`src/rtl/hand_bank.sv`:
```
// hand_bank: card-hand store for the baccarat datapath.
//   NUM_HANDS hands of MAX_CARDS slots each, shared deal handshake that
//   appends a card to the selected hand, per-hand running baccarat score.
// Ports:
//   slow_clock, resetb         clock, async active-low reset
//   deal_valid/deal_hand/new_card  deal request
//   clear_hand                 per-hand synchronous clear
//   deal_ready                 block is in READY
//   deal_ack / deal_err        1-cycle pulses: deal scored / deal rejected
//   cards_out                  slot s of hand h at [(h*MAX_CARDS+s)*4 +: 4]
//   count_out                  cards of hand h at [h*CNT_W +: CNT_W]
//   score_out                  score of hand h at [h*4 +: 4]
//   full_out                   hand h holds MAX_CARDS cards

// One hand: slots, count and running score. Clear wins over load/update.
module hand_lane #(
  parameter int MAX_CARDS = 3,
  parameter int CNT_W     = $clog2(MAX_CARDS+1)
) (
  input  logic                   slow_clock,
  input  logic                   resetb,
  input  logic                   clr,
  input  logic                   load,
  input  logic [3:0]             card,
  input  logic                   upd,
  input  logic [3:0]             val,
  output logic [MAX_CARDS*4-1:0] slots,
  output logic [CNT_W-1:0]       count,
  output logic [3:0]             score,
  output logic                   full
);
  logic [MAX_CARDS-1:0][3:0] slot_q;
  logic [CNT_W-1:0]          cnt_q;
  logic [3:0]                score_q;
  logic [4:0]                sum;
  logic [3:0]                score_nxt;

  // Both operands are 0..9, so one conditional subtract is enough.
  always_comb begin
    sum       = {1'b0, score_q} + {1'b0, val};
    score_nxt = (sum >= 5'd10) ? 4'(sum - 5'd10) : sum[3:0];
  end

  always_ff @(posedge slow_clock or negedge resetb) begin
    if (!resetb) begin
      slot_q  <= '0;
      cnt_q   <= '0;
      score_q <= '0;
    end else if (clr) begin
      slot_q  <= '0;
      cnt_q   <= '0;
      score_q <= '0;
    end else begin
      if (load) begin
        for (int s = 0; s < MAX_CARDS; s++)
          if (cnt_q == CNT_W'(s)) slot_q[s] <= card;
        cnt_q <= cnt_q + CNT_W'(1);
      end
      if (upd) score_q <= score_nxt;
    end
  end

  assign slots = slot_q;
  assign count = cnt_q;
  assign score = score_q;
  assign full  = (cnt_q == CNT_W'(MAX_CARDS));
endmodule

module hand_bank #(
  parameter int NUM_HANDS = 2,
  parameter int MAX_CARDS = 3,
  parameter int HSEL_W    = (NUM_HANDS > 1) ? $clog2(NUM_HANDS) : 1,
  parameter int CNT_W     = $clog2(MAX_CARDS+1)
) (
  input  logic                             slow_clock,
  input  logic                             resetb,
  input  logic                             deal_valid,
  input  logic [HSEL_W-1:0]                deal_hand,
  input  logic [3:0]                       new_card,
  input  logic [NUM_HANDS-1:0]             clear_hand,
  output logic                             deal_ready,
  output logic                             deal_ack,
  output logic                             deal_err,
  output logic [NUM_HANDS*MAX_CARDS*4-1:0] cards_out,
  output logic [NUM_HANDS*CNT_W-1:0]       count_out,
  output logic [NUM_HANDS*4-1:0]           score_out,
  output logic [NUM_HANDS-1:0]             full_out
);
  localparam logic [0:0] READY  = 1'b0;
  localparam logic [0:0] UPDATE = 1'b1;

  logic [0:0]        state;
  logic [HSEL_W-1:0] lat_hand;
  logic [3:0]        lat_val;
  logic              hand_ok, full_sel, clr_sel, lat_clr, card_ok, accept;
  logic [3:0]        value;

  // Hand-indexed lookups done by compare so an out-of-range deal_hand
  // never indexes past the vectors.
  always_comb begin
    hand_ok  = 1'b0;
    full_sel = 1'b0;
    clr_sel  = 1'b0;
    lat_clr  = 1'b0;
    for (int h = 0; h < NUM_HANDS; h++) begin
      if (deal_hand == HSEL_W'(h)) begin
        hand_ok  = 1'b1;
        full_sel = full_out[h];
        clr_sel  = clear_hand[h];
      end
      if (lat_hand == HSEL_W'(h)) lat_clr = clear_hand[h];
    end
    card_ok = (new_card >= 4'd1) && (new_card <= 4'd13);
    accept  = (state == READY) && deal_valid && hand_ok && !full_sel &&
              card_ok && !clr_sel;
    value   = (new_card <= 4'd9) ? new_card : 4'd0;
  end

  always_ff @(posedge slow_clock or negedge resetb) begin
    if (!resetb) begin
      state    <= READY;
      lat_hand <= '0;
      lat_val  <= '0;
      deal_ack <= 1'b0;
      deal_err <= 1'b0;
    end else begin
      deal_ack <= 1'b0;
      deal_err <= 1'b0;
      case (state)
        READY: begin
          if (accept) begin
            state    <= UPDATE;
            lat_hand <= deal_hand;
            lat_val  <= value;
          end else if (deal_valid) begin
            deal_err <= 1'b1;
          end
        end
        default: begin
          // A clear of the latched hand drops the score update in the lane.
          state    <= READY;
          deal_ack <= !lat_clr;
        end
      endcase
    end
  end

  assign deal_ready = (state == READY);

  for (genvar h = 0; h < NUM_HANDS; h++) begin : g_hand
    logic ld, up;
    assign ld = accept && (deal_hand == HSEL_W'(h));
    assign up = (state == UPDATE) && (lat_hand == HSEL_W'(h));
    hand_lane #(.MAX_CARDS(MAX_CARDS), .CNT_W(CNT_W)) u_lane (
      .slow_clock (slow_clock),
      .resetb     (resetb),
      .clr        (clear_hand[h]),
      .load       (ld),
      .card       (new_card),
      .upd        (up),
      .val        (lat_val),
      .slots      (cards_out[h*MAX_CARDS*4 +: MAX_CARDS*4]),
      .count      (count_out[h*CNT_W +: CNT_W]),
      .score      (score_out[h*4 +: 4]),
      .full       (full_out[h])
    );
  end
endmodule

```
`config.mk`:
```
export PLATFORM = sky130hd
export DESIGN_NAME = hand_bank
export DESIGN_NICKNAME = d
export VERILOG_FILES = /design/src/rtl/hand_bank.sv
export SDC_FILE = /design/constraint.sdc
export NUM_CORES = 1
export LEC_CHECK = 0
export CAP_MARGIN = 5
export CORE_ASPECT_RATIO = 0.7
export CORE_UTILIZATION = 40
export DETAILED_ROUTE_END_ITERATION = 6
export PLACE_DENSITY_LB_ADDON = 0.05
export SYNTH_ARGS = -nofsm -noshare
export SYNTH_HDL_FRONTEND = slang
export SYNTH_SLANG_ARGS = --single-unit
```
`constraint.sdc`:
```
create_clock -name slow_clock -period 2.5 [get_ports slow_clock]
set_clock_uncertainty 0.1 [all_clocks]
set_input_delay 0.5 -clock slow_clock [delete_from_list [all_inputs] [get_ports slow_clock]]
set_output_delay 0.5 -clock slow_clock [all_outputs]
set_load 0.005 [all_outputs]
```
==> results.md <==
- Die X: 97.60 µm
- Buf+Inv Stages, Crit Path: 1
- Antenna viol nets, final: 0
- Setup CP Type: register to register
- Nets: 352
- Pin count of the biggest net entering global routing: 25
- DRT Wirelength: 6.269 mm
- Synth top area share: 0.4303
- Final WS setup: 87.83 ps
- Diode count: 0
- GRT Resource Usage Total: 0.1935
- LEAKAGE: 1.652 nW
- Max rail drop VDD: 0.2459 mV
- Final Wtd Congestion: 0.8139
- Final hold vios: 0
- Worst stage delay on the critical path: 420 ps
- Layout cells sized above 1: 0.2074
- Syn. warnings: 0
- Area grow syn2layout: 38.48%
- Residual DRC count: 0
- Crit-path max FO: 3
- Critical Path Sink Type: register
- GR Overflow Total: 0
- Worst min-delay path category: input pin to asynchronous set/reset pin
- Max-slew violations: 0
- Chip height: 68.92 µm
- Num CTS Buffers: 5
- Die Area: 0.006726 mm²
- RSZ-0062 raised after global routing: yes
- Setup TNS: 0 ps
- Port Buffers: 50
- Critical path arrival: 2550 ps
- Seq cells post-synth: 44
- TritonCTS clock tree: done
- Achievable Freq: 0.4146 GHz
- FP Rows: 23
- Cell count after synthesis: 246
- Post-synthesis cell type count: 40
- Mapped Area: 0.002559 mm²
- Starting DRT DRC Count: 109
- Final setup viols: 0
- Syn nets: 276
- Seq/Total Area, Yosys: 0.4303
- Worst skew pair latency: 300 ps
- Tightest Pin Transition: 542.0 ps
- First-pass GRT wire length: 9.929 mm
- Min Tclk post-route: 2412 ps
- Dpl ws: -172.8 ps
- Run status: complete, no violations
- Clock transition at the registers of the reported paths: 90 ps
- Pwr Density: 481.4 mW/mm²
- Antenna violations before repair: 0
- Placed Area: 0.003301 mm²
- Largest delay share family, worst path: adder cells
- Crit path max-delay cell type: dfrtp_1
- Clk buf depth: 2
- Via count: 2080
- Top cells by area, synth: dfrtp_1, mux2i_1, ha_1
- Clock Sinks: 44
- Root Buffer: clkbuf_8
- IO Pins: 51
- HPWL after detailed placement: 4.484 mm
- Syn Area/Cell: 10.40 µm²
- First-pass iteration count of the detailed router: 4
- Core ar.: 0.005928 mm²
- H-Tree Depth: 2
- CP startpoint kind: register
- Synth area leader: dfrtp_1
- Final period util: 0.9649
- Routed wire length per instance: 15.75 µm
- Vias in the first global route: 1901
- Post-route cell area: 0.003543 mm²
- WP data required: 2640 ps
- Max-cap violation count: 0
- Initial core utilization: 0.4316
- Vias per cell: 5.226
- Max-Slew Margin vs Limit: 0.6387
- CP Cell Sequence: ha_2, fa_2, xor2_2, inv_2, ha_4, o221ai_1, and3_1, or4_1, nand3_1
## what timing repair did
item / CTS / global route
hold buffers: 0 / 0
gates resized for setup: 3 / 28
cloned: 0 / 0
pin swaps: 0 / 9
setup buffers: 1 / 3
setup endpoints to repair: 5 / 6
## final cells by class
| cell class | instances | area [µm²] |
|---|---|---|
| Tap cell | 75 | 93.84 |
| Clock inverter | 2 | 10.01 |
| Inverter | 17 | 63.81 |
| Sequential cell | 44 | 1101 |
| Fill cell | 517 | 2385 |
| Timing Repair Buffer | 81 | 744.5 |
| Multi-Input combinational cell | 173 | 1448 |
| Clock buffer | 6 | 82.58 |
## per-layer routing
metal | up-vias | wire [µm] | GRT usage
met5 | - | 0 | 0
met4 | 0 | 47 | 0.04412
met3 | 6 | 268 | 0.04234
met2 | 47 | 2454 | 0.2509
met1 | 1006 | 3499 | 0.3143
li1 | 1021 | - | -
## final timing paths
path                                                        from                                      to  slack (ps)  cells after the start
setup / recovery                          lat_val[0]$_DFFE_PN0P_   g_hand[0].u_lane.score[1]$_DFFE_PN0P_          90                      9
hold / removal                                            resetb  g_hand[1].u_lane.slots[10]$_DFFE_PN0P_          70                      1
setup reg to reg                          lat_val[0]$_DFFE_PN0P_   g_hand[0].u_lane.score[1]$_DFFE_PN0P_          90                      9
hold reg to reg            g_hand[1].u_lane.slots[3]$_DFFE_PN0P_   g_hand[1].u_lane.slots[3]$_DFFE_PN0P_         430                      2
max in group asynchronous                                 resetb   g_hand[0].u_lane.count[1]$_DFFE_PN0P_        1710                      2
min in group slow_clock    g_hand[1].u_lane.slots[3]$_DFFE_PN0P_   g_hand[1].u_lane.slots[3]$_DFFE_PN0P_         430                      2
## cells in the final DEF (no fill, tap or decap), types with 7 or more instances in the layout
cell and n:
ha_1 14, nor2_1 32, buf_4 29, mux2i_1 30, o21ai_0 7, nand2b_1 8
inv_1 15, a21oi_1 9, clkdlybuf4s50_1 49, dfrtp_1 44, nand3b_1 7
## through the flow
stage / instances / hold slack, ps / utilization / power, mW
floorplan: 246 / 104.4 / - / 0.9959
global placement: 386 / 411.2 / 0.5568 / 1.163
detailed placement: 386 / 413.7 / 0.5568 / 1.165
CTS: 395 / 93.40 / 0.5749 / 1.645
global route: 398 / 105.2 / 0.5977 / 1.809
finish: 398 / 72.38 / 0.5977 / 1.706
## Yosys cell counts
master,n
nor2b_1,2
dfrtp_1,44
o311ai_1,1
mux2i_1,30
xor2_1,2
mux2_2,2
or3_4,1
a211oi_1,1
nand2b_1,8
a31o_2,1
nor4_4,3
o31ai_1,2
buf_4,2
and3_1,2
or3b_1,1
a31oi_1,2
a21oi_1,10
inv_1,17
clkbuf_1,7
nor2_1,33
fa_1,2
o221ai_1,2
a211o_1,2
o21ai_0,9
a21o_1,2
a32o_1,1
a21o_4,1
o311ai_0,3
nor3_1,5
buf_2,2
or3_1,3
xnor2_1,2
nor4_1,1
nand3_1,4
buf_6,1
or4_1,1
ha_1,18
nand2_1,4
nand4_1,5
nand3b_1,7
## cells by family after synthesis
| family | share of synthesized area |
|---|---|
| buffers and inverters | 0.04939 |
| and+or+nand+nor | 0.1795 |
| DFF | 0.4303 |
| adders and majority gates | 0.1037 |
| xor gates and xnor gates | 0.01369 |
| AOI/OAI and AO/OA | 0.09731 |
| muxes | 0.1262 |
## state kept, by name, indices dropped and copies added, names as in the netlist
signal,cells
deal_err,1
lat_hand,1
g_hand.u_lane.score,8
state,1
g_hand.u_lane.count,4
lat_val,4
g_hand.u_lane.slots,24
deal_ack,1
## power by group
part | switching, mW | internal [mW]
clock | 0.251 | 0.221
sequential | 0.0346 | 0.741
combinational | 0.223 | 0.235
total | 0.509 | 1.20
(Power assumes the default switching activity.)
